`src/rtl/irq_pkg.sv`:
```
// Shared types and constants for the simple interrupt controller.
package irq_pkg;

    localparam int MAX_SRC = 32;

    typedef enum logic [1:0] {
        ST_IDLE   = 2'd0,
        ST_REQ    = 2'd1,
        ST_ACTIVE = 2'd2
    } state_e;

    localparam logic [1:0] ADDR_ENABLE   = 2'd0;
    localparam logic [1:0] ADDR_PENDING  = 2'd1;
    localparam logic [1:0] ADDR_OVERFLOW = 2'd2;
    localparam logic [1:0] ADDR_STATUS   = 2'd3;

endpackage

```
`src/rtl/irq_prio_enc.sv`:
```
// Lowest-index-wins priority encoder: request vector -> valid + index.
module irq_prio_enc #(
    parameter int N   = 4,
    parameter int IDW = 2
) (
    input  logic [N-1:0]   req_i,
    output logic           vld_o,
    output logic [IDW-1:0] id_o
);

    always_comb begin
        vld_o = |req_i;
        id_o  = '0;
        // Scan downward so the lowest set index is the last one written.
        for (int i = N - 1; i >= 0; i--) begin
            if (req_i[i]) id_o = IDW'(i);
        end
    end

endmodule

```
`src/rtl/irq_ctrl_simple.sv`:
```
// Collects irq pulses into pending bits, arbitrates lowest enabled index,
// and presents one request at a time to the core via claim/complete.
module irq_ctrl_simple
    import irq_pkg::*;
#(
    parameter  int NSRC = 4,
    localparam int IDW  = (NSRC > 1) ? $clog2(NSRC) : 1
) (
    input  logic            clk,
    input  logic            rst_n,
    input  logic [NSRC-1:0] src_i,
    input  logic            cfg_we_i,
    input  logic [1:0]      cfg_addr_i,
    input  logic [31:0]     cfg_wdata_i,
    output logic [31:0]     cfg_rdata_o,
    output logic            irq_o,
    output logic [IDW-1:0]  irq_id_o,
    input  logic            claim_i,
    input  logic            complete_i
);

    logic [NSRC-1:0] src_q, enable_q, enable_d, pending_q, pending_d, overflow_q, overflow_d;
    logic [NSRC-1:0] rise, claim_clr, pend_clr, wdata;
    logic            irq_q, irq_d;
    logic [IDW-1:0]  id_q, id_d, enc_id;
    logic            enc_vld, claim_fire;
    state_e          state_q, state_d;

    assign wdata = cfg_wdata_i[NSRC-1:0];
    assign rise  = src_i & ~src_q;

    if (NSRC < MAX_SRC) begin : g_unused
        logic unused_wdata;
        assign unused_wdata = ^cfg_wdata_i[MAX_SRC-1:NSRC];
    end

    irq_prio_enc #(.N(NSRC), .IDW(IDW)) u_prio_enc (
        .req_i (pending_q & enable_q),
        .vld_o (enc_vld),
        .id_o  (enc_id)
    );

    // A new rise always wins over a clear landing in the same cycle.
    always_comb begin
        claim_fire = (state_q == ST_REQ) && claim_i;
        for (int i = 0; i < NSRC; i++) begin
            claim_clr[i] = claim_fire && (id_q == IDW'(i));
        end
        pend_clr   = claim_clr | ((cfg_we_i && cfg_addr_i == ADDR_PENDING) ? wdata : '0);
        pending_d  = (pending_q & ~pend_clr) | rise;
        overflow_d = (overflow_q & ~((cfg_we_i && cfg_addr_i == ADDR_OVERFLOW) ? wdata : '0))
                   | (rise & pending_q & ~pend_clr);
        enable_d   = (cfg_we_i && cfg_addr_i == ADDR_ENABLE) ? wdata : enable_q;
    end

    always_comb begin
        state_d = state_q;
        irq_d   = irq_q;
        id_d    = id_q;
        case (state_q)
            ST_IDLE: begin
                irq_d = 1'b0;
                if (enc_vld) begin
                    state_d = ST_REQ;
                    irq_d   = 1'b1;
                    id_d    = enc_id;
                end
            end
            ST_REQ: begin
                if (claim_i) begin
                    state_d = ST_ACTIVE;
                    irq_d   = 1'b0;
                end else if (!pending_q[id_q] || !enable_q[id_q]) begin
                    state_d = ST_IDLE;
                    irq_d   = 1'b0;
                end
            end
            ST_ACTIVE: begin
                irq_d = 1'b0;
                if (complete_i) state_d = ST_IDLE;
            end
            default: begin
                state_d = ST_IDLE;
                irq_d   = 1'b0;
            end
        endcase
    end

    always_ff @(posedge clk or negedge rst_n) begin
        if (!rst_n) begin
            src_q      <= '0;
            enable_q   <= '0;
            pending_q  <= '0;
            overflow_q <= '0;
            state_q    <= ST_IDLE;
            irq_q      <= 1'b0;
            id_q       <= '0;
        end else begin
            src_q      <= src_i;
            enable_q   <= enable_d;
            pending_q  <= pending_d;
            overflow_q <= overflow_d;
            state_q    <= state_d;
            irq_q      <= irq_d;
            id_q       <= id_d;
        end
    end

    always_comb begin
        cfg_rdata_o = '0;
        case (cfg_addr_i)
            ADDR_ENABLE:   cfg_rdata_o[NSRC-1:0] = enable_q;
            ADDR_PENDING:  cfg_rdata_o[NSRC-1:0] = pending_q;
            ADDR_OVERFLOW: cfg_rdata_o[NSRC-1:0] = overflow_q;
            default: begin
                cfg_rdata_o[1:0]      = state_q;
                cfg_rdata_o[8 +: IDW] = id_q;
                cfg_rdata_o[31:16]    = 16'(NSRC);
            end
        endcase
    end

    assign irq_o    = irq_q;
    assign irq_id_o = id_q;

endmodule

```
`config.mk`:
```
export PLATFORM = sky130hd
export DESIGN_NAME = irq_ctrl_simple
export DESIGN_NICKNAME = d
export VERILOG_FILES = /design/src/rtl/irq_pkg.sv /design/src/rtl/irq_prio_enc.sv /design/src/rtl/irq_ctrl_simple.sv
export SDC_FILE = /design/constraint.sdc
export NUM_CORES = 1
export LEC_CHECK = 0
export CORE_MARGIN = 2
export CORE_UTILIZATION = 37
export CTS_CLUSTER_DIAMETER = 30
export DETAILED_ROUTE_END_ITERATION = 12
export PLACE_DENSITY = 0.77
export SETUP_SLACK_MARGIN = 0.2
export SLEW_MARGIN = 20
export SYNTH_ARGS = -nofsm -noshare
export SYNTH_HDL_FRONTEND = slang
export SYNTH_HIERARCHICAL = 1
export SYNTH_SLANG_ARGS = --single-unit
```
`constraint.sdc`:
```
create_clock -name clk -period 1.7 [get_ports clk]
set_input_delay 0.34 -clock clk [delete_from_list [all_inputs] [get_ports clk]]
set_output_delay 0.34 -clock clk [all_outputs]
set_load 0.01 [all_outputs]
```
# Word-level counts from Yosys, hierarchy flattened
# Index checks and enable logic that the tools add are counted.
# classes
add_sub_neg	0
mul	0
div_mod_pow	0
n_lt_le_gt_ge	1
n_eq_ne	10
n_shift	0
n_mux	23
bitwise	12
n_reduce_logical	18
# op_table
operator	n
4-bit bitwise AND	6
2-bit two-way mux	9
2-bit one-hot mux with 3 select lines	3
4-bit inverter	3
4-bit bitwise OR	3
2-bit equality test (second input constant)	4
1-bit logical AND	8
4-bit two-way mux	2
2-bit by 1-bit equality test with 1-bit output (second input constant)	3
2-bit zero test	3
1-bit two-way mux	5
1-bit binary-select mux with 2-bit select	2
2-bit != test (second input constant)	2
4-bit OR reduction	1
2-bit by 3-bit < comparator with 1-bit output (second input constant)	1
3-bit two-way mux	1
3-bit by 2-bit != test with 1-bit output (second input constant)	1
3-bit AND reduction	1
3-bit OR reduction	1
1-bit zero test	2
1-bit one-hot mux with 2 select lines	1
2-bit AND reduction	1
1-bit logical OR	1
# word_totals
regBits	21
latchBits	0
ram_bits	0
rom_bits	0
input_bits	43
out_inout_bits	35
wordCells	71
memories	0

# Logic depth before layout (Yosys ltp)
# Gate-level depths: netlist (run 1).
# depth
depth_word	7
ltp_mapped	5

# Modules after synthesis
# Netlist (run 1), hierarchy kept.
# modules_own_cells
mod	n_inst	cells_each	area_per_inst_um2	seq_area_each_um2
irq_ctrl_simple	1	123	1241.2	525.5
irq_prio_enc	1	7	35.0	0.0

# Least setup slack after synthesis (run 1)
# Ideal clock, no wire load.
# synth_timing
path_type	input to output
from	in cfg_addr_i[0]
to	out cfg_rdata_o[0]
arrival_ns	1.048
required_ns	1.360
setup_slack_ns	0.312
path_stages	2
n_path_buf	1
path_cell_list	buf_2 -> mux4_2
# synth_via
elab_chain_cells	2
# synth_lines
element	line	text
from (decl)	irq_ctrl_simple.sv:13	input logic [1:0] cfg_addr_i,
2-bit equality test (tied with other cells)	irq_ctrl_simple.sv:111	case (cfg_addr_i)
2-bit one-hot mux with 3 select lines (*)	irq_ctrl_simple.sv:111	
to (decl)	irq_ctrl_simple.sv:15	output logic [31:0] cfg_rdata_o,
# Mark *: on every way between the ends. The rest lies on a longest branch, timed or not.

# Worst setup path in the final report (run 1)
# layout_timing
from	reg enable_q[0]
to	out cfg_rdata_o[0]
# layout_via
elab_chain_cells	1
# layout_lines
element	line	text
from (decl)	irq_ctrl_simple.sv:22	logic [NSRC-1:0] src_q, enable_q, enable_d, pending_q, pending_d, overflow_q, overflow_d;
from (signal assigned)	irq_ctrl_simple.sv:100	enable_q <= enable_d;
2-bit one-hot mux with 3 select lines	irq_ctrl_simple.sv:111	
# No other way between the ends.

==> impl_results.html, run 1 <==
<table>
<tr><th>Metric</th><th>Value</th></tr>
<tr><th colspan="2">STA</th></tr>
<tr><td>Final cycle utilization of the critical path</td><td>99.5%</td></tr>
<tr><td>Unrepaired setup endpoints after global routing</td><td>yes</td></tr>
<tr><td>Fin Clk Skew</td><td>just over 0.006 ns</td></tr>
<tr><td>Fin. max-slew vios</td><td>0</td></tr>
<tr><td>Post-route worst hold slack</td><td>0.362 ns</td></tr>
<tr><td>Setup violators final</td><td>0</td></tr>
<tr><td>Setup WS post-layout</td><td>between 0.008 and 0.009 ns</td></tr>
<tr><td>Final Hold Vio Count</td><td>0</td></tr>
<tr><td>FMAX</td><td>591 MHz</td></tr>
<tr><td>Time the worst path needs with I/O delays and setup</td><td>1.69 ns</td></tr>
<tr><th colspan="2">Die</th></tr>
<tr><td>Number of placement rows</td><td>21</td></tr>
<tr><td>Floorplan Core Area</td><td>3340 µm²</td></tr>
<tr><td>Area of the die</td><td>a little under 4000 µm²</td></tr>
<tr><td>Starting utilization of the core area</td><td>38.2%</td></tr>
<tr><td>Die span in x</td><td>62.7 µm</td></tr>
<tr><td>IO Count</td><td>78</td></tr>
<tr><td>DIE HEIGHT</td><td>62.7 µm</td></tr>
<tr><th colspan="2">Placement</th></tr>
<tr><td>Placed inst area</td><td>1570 µm²</td></tr>
<tr><td>Count of buffers inserted at the top-level ports</td><td>24</td></tr>
<tr><td>Setup Slack @ Placement</td><td>-0.646 ns</td></tr>
<tr><td>Routability cong.</td><td>0.829</td></tr>
<tr><td>Post-DP HPWL</td><td>2.12 mm</td></tr>
<tr><th colspan="2">CTS</th></tr>
<tr><td>Root Buffer Master</td><td>sky130_fd_sc_hd__clkbuf_4</td></tr>
<tr><td>Inserted Clock Buffers</td><td>3</td></tr>
<tr><td>Level count of the clock H-tree</td><td>1</td></tr>
<tr><td>Clk sinks</td><td>21</td></tr>
<tr><td>Buffer depth of the longest clock path</td><td>2</td></tr>
<tr><td>Insertion delay to the later sink of the worst-skew pair</td><td>~0.3 ns</td></tr>
<tr><td>Clock slew seen by the registers of the worst setup and hold paths</td><td>0.12 ns</td></tr>
<tr><td>Clock tree from TritonCTS</td><td>built</td></tr>
<tr><th colspan="2">Worst setup path</th></tr>
<tr><td>Dominant delay contributor by cell family on the critical path</td><td>multiplexers</td></tr>
<tr><td>Critical-path cell list</td><td>mux4_2, buf_6</td></tr>
<tr><td>Cell type of the slowest stage on the worst timing path</td><td>sky130_fd_sc_hd__mux4_2</td></tr>
<tr><td>Slowest stage delay, CP</td><td>0.49 ns</td></tr>
<tr><td>Worst path required time</td><td>around 1.4 ns</td></tr>
<tr><td>Critical path data arrival time</td><td>1.35 ns</td></tr>
<tr><td>Category of the critical setup timing path</td><td>register to output pin</td></tr>
<tr><td>Timing startpoint of the critical path</td><td>enable_q[0]</td></tr>
<tr><td>Max FO, Critical Path</td><td>3</td></tr>
<tr><td>Element type at the critical path start</td><td>register</td></tr>
<tr><td>Endpoint class of the critical path</td><td>output pin</td></tr>
<tr><td>Worst path buffer plus inverter count</td><td>1</td></tr>
<tr><td>Crit Reg-Reg Startpoint</td><td>state_q[1]</td></tr>
<tr><th colspan="2">Flow run</th></tr>
<tr><td>Count of max-cap constraint violations</td><td>0</td></tr>
<tr><th colspan="2">Cells and area</th></tr>
<tr><td>Share of final-layout standard cells stronger than drive strength 1</td><td>29.7%</td></tr>
<tr><td>Antenna diodes</td><td>0</td></tr>
<tr><td>Number of fillers in the final layout</td><td>330</td></tr>
<tr><td>Area of all placed cells without fillers</td><td>between 1500 and 2000 µm²</td></tr>
<tr><td># nets final</td><td>216</td></tr>
<tr><td>Synth-to-layout area growth</td><td>27.5%</td></tr>
<tr><th colspan="2">GRT</th></tr>
<tr><td>Antenna violations before repair</td><td>0</td></tr>
<tr><td>Vias in the first global route</td><td>1051</td></tr>
<tr><td>Maximum number of pins on one net before global-route repair</td><td>22</td></tr>
<tr><td>Wire length of the first global-routing pass</td><td>4.60 mm</td></tr>
<tr><td>Total gr overflow</td><td>0</td></tr>
<tr><td>Total routing resource utilization after global routing</td><td>14.8%</td></tr>
<tr><th colspan="2">Yosys</th></tr>
<tr><td>Gate count of the mapped netlist</td><td>130</td></tr>
<tr><td>Post-synthesis sequential area ratio</td><td>between 40% and 50%</td></tr>
<tr><td>Area of the mapped netlist</td><td>1280 µm²</td></tr>
<tr><td>Number of warnings printed during yosys synthesis</td><td>6</td></tr>
<tr><td>Synth area leaders</td><td>sky130_fd_sc_hd__dfrtp_1, sky130_fd_sc_hd__buf_4, sky130_fd_sc_hd__mux2_2, sky130_fd_sc_hd__mux4_2, sky130_fd_sc_hd__nand2_1</td></tr>
<tr><td>Post-Synthesis Mean Instance Area</td><td>9.82 µm²</td></tr>
<tr><td>Post-synthesis register bit count</td><td>21</td></tr>
<tr><td>Top-area cell type share of the netlist area</td><td>41.2%</td></tr>
<tr><td>Cell variety after synth</td><td>32</td></tr>
<tr><td>Largest area contributor in the synthesized netlist</td><td>sky130_fd_sc_hd__dfrtp_1</td></tr>
<tr><th colspan="2">Pwr</th></tr>
<tr><td>Maximum VDD drop</td><td>0.544 mV</td></tr>
<tr><td>Power share of the clock group</td><td>12.8%</td></tr>
<tr><td>Combinational share of power</td><td>48.4%</td></tr>
<tr><td>Switching power share of the total</td><td>35.9%</td></tr>
<tr><td>Sequential power share</td><td>38.8%</td></tr>
<tr><td>Switching pwr</td><td>0.000667 W</td></tr>
<tr><td>Cell-internal power</td><td>0.00119 W</td></tr>
<tr><td>Power Dens Cells</td><td>1140 nW/µm²</td></tr>
<tr><td>Leakage component of the power</td><td>about 0.76 nW</td></tr>
<tr><th colspan="2">Drt</th></tr>
<tr><td>WL per Instance</td><td>12.5 µm</td></tr>
<tr><td>Drc violations</td><td>0</td></tr>
<tr><td>Antenna-violating nets left</td><td>0</td></tr>
<tr><td>DR iter-0 viols</td><td>29</td></tr>
<tr><td>Count of TritonRoute iterations in the first routing pass</td><td>4</td></tr>
<tr><td>Vias per inst</td><td>4.76</td></tr>
<tr><td>Overall via count from detail_route</td><td>1038</td></tr>
<tr><td>Routed wire length</td><td>about 2.7 mm</td></tr>
<tr><th colspan="2">Hold path</th></tr>
<tr><td>Type of the worst min-delay path</td><td>primary input to async pin</td></tr>
<tr><th colspan="2">Status</th></tr>
<tr><td>Result of the run</td><td>completed</td></tr>
</table>
## cell usage after synthesis
library cell,n
sky130_fd_sc_hd__nor3_1,1
sky130_fd_sc_hd__nand3b_1,6
sky130_fd_sc_hd__nand2_1,12
sky130_fd_sc_hd__mux2_2,6
sky130_fd_sc_hd__and4_1,1
sky130_fd_sc_hd__dfrtp_1,21
sky130_fd_sc_hd__and3_2,1
sky130_fd_sc_hd__o21ai_2,1
sky130_fd_sc_hd__a31o_2,2
sky130_fd_sc_hd__inv_1,4
sky130_fd_sc_hd__nor3b_2,1
sky130_fd_sc_hd__buf_4,25
sky130_fd_sc_hd__o21ai_0,6
sky130_fd_sc_hd__a21oi_1,2
sky130_fd_sc_hd__a311o_1,1
sky130_fd_sc_hd__a22oi_1,2
sky130_fd_sc_hd__a31oi_1,4
sky130_fd_sc_hd__nor2b_1,3
sky130_fd_sc_hd__and3b_1,2
sky130_fd_sc_hd__buf_2,3
sky130_fd_sc_hd__and3_1,1
sky130_fd_sc_hd__nand3_1,1
sky130_fd_sc_hd__o211ai_1,1
sky130_fd_sc_hd__a21oi_2,1
sky130_fd_sc_hd__mux2i_1,2
sky130_fd_sc_hd__mux4_2,2
sky130_fd_sc_hd__nand4_1,2
sky130_fd_sc_hd__nor2_1,6
sky130_fd_sc_hd__nand2b_1,3
sky130_fd_sc_hd__a21o_1,1
sky130_fd_sc_hd__conb_1,1
sky130_fd_sc_hd__and2_1,5
## per-stage QoR
stage	utilization (%)	setup TNS, ns	total power, W	cells
detailed placement	46.9	-5.25	0.00158	210
finish	48.8	0	0.00186	218
global placement	46.9	-4.84	0.00154	210
floorplan	-	0	0.00123	154
global route	48.8	-0.0854	0.00200	218
CTS	48.1	0	0.00181	216
## worst paths after layout
kind,end,slack (ns),cells after the start
worst max register to register,overflow_q[2],0.28,5
worst max-delay path,cfg_rdata_o[0],0.008,2
max in group asynchronous,enable_q[3],1.12,2
worst min register to register,pending_q[0],0.45,1
worst min-delay path,irq_o,0.36,2
min in group clk,pending_q[0],0.45,1
## layout make-up
| class | instances | area [µm²] | area share, % |
|---|---|---|---|
| Clock buffer | 3 | 22.5 | 1.38 |
| Inverter | 4 | 15.0 | 0.922 |
| Sequential cell | 21 | 526 | 32.3 |
| Multi-Input combinational cell | 101 | 646 | 39.7 |
| Tap cell | 46 | 57.6 | 3.54 |
| Clock inverter | 1 | 5.00 | 0.307 |
| Timing Repair Buffer | 42 | 357 | 21.9 |
## cell usage in the layout, fill, tap and decap left out, drive strengths merged, types with 3 or more instances in the layout
cell            n
conb           25
dfrtp          21
clkbuf          4
a21oi           3
nor2            6
nor2b           3
o21ai           7
and2            5
nand3b          6
clkdlybuf4s50  12
inv             4
mux2            6
buf            25
nand2b          3
nand2          12
a31oi           4
## timing repair
| action | CTS | global route |
|---|---|---|
| gates resized for setup | 43 | 9 |
| endpoints found under the hold margin | 0 | 0 |
| hold buffers | 0 | 0 |
| pin swaps | 0 | 3 |
| setup endpoints to repair | 15 | 16 |
| setup buffers | 2 | 2 |
## power by group through the flow
| stage | combinational (W) | sequential (W) | clock (W) |
|---|---|---|---|
| after floorplan | 0.000472 | 0.000757 | 0 |
| after global placement | 0.000814 | 0.000722 | 0 |
| after detailed placement | 0.000843 | 0.000735 | 0 |
| after CTS | 0.000838 | 0.000723 | 0.000247 |
| after global routing | 0.000985 | 0.000739 | 0.000280 |
| final | 0.000899 | 0.000721 | 0.000238 |
## registers in the layout, indices dropped and copies added, names as in the netlist
name,cells
overflow_q,4
enable_q,4
src_q,4
irq_o,1
irq_id_o,2
pending_q,4
state_q,2
## per-layer routing
layer / global-route usage, % / up-vias / part of all wire (%)
met5: 0 / - / 0
met4: 7.50 / 0 / 2.7
met3: 3.60 / 10 / 6.0
met2: 26.5 / 47 / 50
met1: 16.3 / 496 / 41
li1: - / 485 / -
## cells by family (layout without fill, tap and decap cells)
kind of cell           Yosys count  count (layout)  synth area share [%]
AOI/OAI and AO/OA               21              21                  11.0
buffers and inverters           32              50                  17.1
DFF                             21              21                  41.2
muxes                           10              10                  10.4
other                            1              25                 0.294
and+or+nand+nor                 45              45                  20.1
(Power assumes the default switching activity.)
==> run 2: changes to the inputs <==
- CORE_UTILIZATION: 37 -> 36
- SYNTH_HIERARCHICAL: 1 -> not set
==> impl_results.html, run 2 <==
<table>
<tr><th>Metric</th><th>Value</th></tr>
<tr><th colspan="2">Status</th></tr>
<tr><td>Result of the run</td><td>completed</td></tr>
<tr><th colspan="2">Drt</th></tr>
<tr><td>WL per Instance</td><td>13.8 µm (+11%)</td></tr>
<tr><td>Antenna-violating nets left</td><td>0 (unchanged)</td></tr>
<tr><td>Count of TritonRoute iterations in the first routing pass</td><td>4 (unchanged)</td></tr>
<tr><td>DR iter-0 viols</td><td>21 (-28%)</td></tr>
<tr><td>Drc violations</td><td>0 (unchanged)</td></tr>
<tr><td>Vias per inst</td><td>4.76 (about the same)</td></tr>
<tr><td>Routed wire length</td><td>2.90 mm (+6.5%)</td></tr>
<tr><td>Overall via count from detail_route</td><td>999 (-3.8%)</td></tr>
<tr><th colspan="2">Die</th></tr>
<tr><td>DIE HEIGHT</td><td>62.1 µm (-1.1%)</td></tr>
<tr><td>Starting utilization of the core area</td><td>37.0% (-1.3 points)</td></tr>
<tr><td>Number of placement rows</td><td>21 (unchanged)</td></tr>
<tr><td>Area of the die</td><td>3850 µm² (-2.1%)</td></tr>
<tr><td>Die span in x</td><td>62.1 µm (-1.1%)</td></tr>
<tr><td>Floorplan Core Area</td><td>3280 µm² (-1.6%)</td></tr>
<tr><td>IO Count</td><td>78 (unchanged)</td></tr>
<tr><th colspan="2">Worst setup path</th></tr>
<tr><td>Crit Reg-Reg Endpoint</td><td>irq_id_o[0]</td></tr>
<tr><td>Max FO, Critical Path</td><td>2 (-1)</td></tr>
<tr><td>Crit Reg-Reg Startpoint</td><td>enable_q[1]</td></tr>
<tr><td>R2R depth</td><td>6 (+1)</td></tr>
<tr><td>Category of the critical setup timing path</td><td>register to output pin</td></tr>
<tr><td>Worst path required time</td><td>1.36 ns (about the same)</td></tr>
<tr><td>Flop2flop setup slack</td><td>0.07 ns (-0.21 ns)</td></tr>
<tr><td>Endpoint class of the critical path</td><td>output pin</td></tr>
<tr><td>Element type at the critical path start</td><td>register</td></tr>
<tr><td>Critical path data arrival time</td><td>1.33 ns (-0.02 ns)</td></tr>
<tr><th colspan="2">Cells and area</th></tr>
<tr><td># nets final</td><td>208 (-3.7%)</td></tr>
<tr><td>Antenna diodes</td><td>0 (unchanged)</td></tr>
<tr><td>Synth-to-layout area growth</td><td>37.3%</td></tr>
<tr><td>Count of non-filler cells in the finished layout</td><td>210 (-3.7%)</td></tr>
<tr><td>Share of final-layout standard cells stronger than drive strength 1</td><td>34.1% (+4.5 points)</td></tr>
<tr><td>Commonest non-fill, non-tap cell in the layout</td><td>sky130_fd_sc_hd__conb_1</td></tr>
<tr><td>Most frequent cells in the layout</td><td>sky130_fd_sc_hd__conb_1, sky130_fd_sc_hd__dfrtp_1, sky130_fd_sc_hd__nand2_1, sky130_fd_sc_hd__buf_4, sky130_fd_sc_hd__clkdlybuf4s50_1</td></tr>
<tr><td>Final core utilization</td><td>50.7% (+2.0 points)</td></tr>
<tr><th colspan="2">CTS</th></tr>
<tr><td>Root Buffer Master</td><td>sky130_fd_sc_hd__clkbuf_4</td></tr>
<tr><td>Level count of the clock H-tree</td><td>1 (unchanged)</td></tr>
<tr><td>Buffer depth of the longest clock path</td><td>2 (unchanged)</td></tr>
<tr><td>Clock slew seen by the registers of the worst setup and hold paths</td><td>0.11 ns (about the same)</td></tr>
<tr><td>Insertion delay to the later sink of the worst-skew pair</td><td>0.31 ns (about the same)</td></tr>
<tr><td>Inserted Clock Buffers</td><td>3 (unchanged)</td></tr>
<tr><td>Clk sinks</td><td>21 (unchanged)</td></tr>
<tr><td>Clock tree from TritonCTS</td><td>built</td></tr>
<tr><th colspan="2">GRT</th></tr>
<tr><td>Maximum number of pins on one net before global-route repair</td><td>22 (unchanged)</td></tr>
<tr><td>Total routing resource utilization after global routing</td><td>15.6% (+0.77 points)</td></tr>
<tr><td>Antenna violations before repair</td><td>0 (unchanged)</td></tr>
<tr><td>Vias in the first global route</td><td>921 (-12%)</td></tr>
<tr><td>Total gr overflow</td><td>0 (unchanged)</td></tr>
<tr><td>Wire length of the first global-routing pass</td><td>4.25 mm (-7.6%)</td></tr>
<tr><th colspan="2">Yosys</th></tr>
<tr><td>Main flop type after synthesis</td><td>sky130_fd_sc_hd__dfrtp_1</td></tr>
<tr><td>Synth area leaders</td><td>sky130_fd_sc_hd__dfrtp_1, sky130_fd_sc_hd__buf_4, sky130_fd_sc_hd__mux4_2, sky130_fd_sc_hd__nand2_1, sky130_fd_sc_hd__mux2_2</td></tr>
<tr><td>Area of the mapped netlist</td><td>1210 µm² (-4.9%)</td></tr>
<tr><td>Cell variety after synth</td><td>30 (-6.3%)</td></tr>
<tr><td>Number of enable-type register cells in the synthesized netlist</td><td>0 (unchanged)</td></tr>
<tr><td>Largest area contributor in the synthesized netlist</td><td>sky130_fd_sc_hd__dfrtp_1</td></tr>
<tr><td>Top post-synthesis cells by count</td><td>sky130_fd_sc_hd__buf_4, sky130_fd_sc_hd__dfrtp_1, sky130_fd_sc_hd__nand2_1</td></tr>
<tr><td>Post-synthesis sequential area ratio</td><td>43.3% (+2.1 points)</td></tr>
<tr><td>Async set-or-reset flop fraction in the synthesized netlist</td><td>100% (unchanged)</td></tr>
<tr><td>Post-synthesis register bit count</td><td>21 (unchanged)</td></tr>
<tr><td>Number of warnings printed during yosys synthesis</td><td>0 (-6)</td></tr>
<tr><td>Post-Synthesis Mean Instance Area</td><td>10.5 µm² (+6.6%)</td></tr>
<tr><td>Top-area cell type share of the netlist area</td><td>43.3% (+2.1 points)</td></tr>
<tr><td>Gate count of the mapped netlist</td><td>116 (-11%)</td></tr>
<tr><td>Library cell with the highest instance count after synthesis</td><td>sky130_fd_sc_hd__buf_4</td></tr>
<tr><th colspan="2">Hold path</th></tr>
<tr><td>Type of the worst min-delay path</td><td>primary input to async pin</td></tr>
<tr><th colspan="2">STA</th></tr>
<tr><td>Fin. max-slew vios</td><td>0 (unchanged)</td></tr>
<tr><td>Time the worst path needs with I/O delays and setup</td><td>1.67 ns (-0.0193 ns)</td></tr>
<tr><td>Final total negative setup slack</td><td>0 ns (unchanged)</td></tr>
<tr><td>Final Hold Vio Count</td><td>0 (unchanged)</td></tr>
<tr><td>Unrepaired setup endpoints after global routing</td><td>yes</td></tr>
<tr><td>Setup WS post-layout</td><td>0.0277 ns (+0.0193 ns)</td></tr>
<tr><td>Fin Clk Skew</td><td>0.00265 ns (-0.00339 ns)</td></tr>
<tr><td>Setup violators final</td><td>0 (unchanged)</td></tr>
<tr><td>Final cycle utilization of the critical path</td><td>98.4% (-1.1 points)</td></tr>
<tr><td>FMAX</td><td>598 MHz (+1.2%)</td></tr>
<tr><th colspan="2">Placement</th></tr>
<tr><td>Count of buffers inserted at the top-level ports</td><td>24 (unchanged)</td></tr>
<tr><td>Routability cong.</td><td>0.888 (+7.1%)</td></tr>
<tr><td>Post-placement cell count</td><td>195 (-7.1%)</td></tr>
<tr><td>Setup Slack @ Placement</td><td>-0.709 ns (-0.0622 ns)</td></tr>
<tr><td>Post-DP HPWL</td><td>2.01 mm (-5.1%)</td></tr>
<tr><th colspan="2">Pwr</th></tr>
<tr><td>Power Dens Cells</td><td>1280 nW/µm² (+12%)</td></tr>
<tr><td>Leakage component of the power</td><td>0.793 nW (+3.9%)</td></tr>
<tr><td>Maximum VDD drop</td><td>0.449 mV (-17%)</td></tr>
<tr><th colspan="2">Flow run</th></tr>
<tr><td>Count of max-cap constraint violations</td><td>0 (unchanged)</td></tr>
</table>
run 2: cell families (layout without fill, tap and decap cells):
logic type	count (synthesis)	count (layout)	share of synthesized area, %
AO/OA/AOI/OAI	16	16	9.38
AND/OR/NAND/NOR	38	38	16.4
other	1	25	0.309
buffers and inverters	29	53	16.9
flip-flops	21	21	43.3
multiplexers	11	11	13.7
run 2: how the worst max path moves through the flow:
| stage | start | depth (start not counted) | to | slack (ns) |
|---|---|---|---|---|
| after CTS | state_q[0] | 2 | cfg_rdata_o[0] | 0.02 |
| after detailed placement | cfg_addr_i[0] | 5 | cfg_rdata_o[3] | -0.71 |
| after global placement | cfg_addr_i[0] | 5 | cfg_rdata_o[3] | -0.68 |
| after global routing | state_q[0] | 2 | cfg_rdata_o[0] | -0.01 |
| after floorplan | irq_id_o[0] | 3 | state_q[0] | 0.26 |
| final | state_q[0] | 2 | cfg_rdata_o[0] | 0.03 |
run 2: per-layer routing:
layer	vias to the layer above	global-route usage (%)	share of wire, %
met4	0	9.12	3.2
met2	44	26.0	54
met5	-	0	0
met1	481	18.3	37
li1	461	-	-
met3	13	3.52	6.3
run 2: worst max-delay path: stages, from the launching register on:
cell and delay [ns]:
sky130_fd_sc_hd__dfrtp_1 0.41, sky130_fd_sc_hd__mux4_2 0.46, sky130_fd_sc_hd__buf_2 0.15
run 2: per-stage QoR:
step	power, W	area [µm²]	hold slack (ns)
floorplan	0.00124	1310	0.0444
global placement	0.00156	1500	0.464
detailed placement	0.00158	1500	0.480
CTS	0.00195	1600	0.365
global route	0.00227	1670	0.386
finish	0.00213	1670	0.358
run 2: layout make-up:
class	count	area [µm²]
Fill cell	295	1620
Multi-Input combinational cell	90	647
Sequential cell	21	529
Timing Repair Buffer	47	399
Tap cell	46	57.6
Clock buffer	4	26.3
Inverter	2	7.51
run 2: timing repair:
item,in CTS,in global routing
pin swaps,1,4
setup buffers,8,2
endpoints found under the setup margin,19,15
cloned,1,0
gates resized for setup,45,18
hold buffers,0,0
run 2: power breakdown:
group | total, W | internal (W) | switching, W | leakage [nW]
combinational | 0.00114 | 0.000618 | 0.000526 | 0.544
sequential | 0.000752 | 0.000646 | 0.000106 | 0.234
clock | 0.000238 | 0.0000917 | 0.000146 | 0.0150
total | 0.00213 | 0.00136 | 0.000779 | 0.793
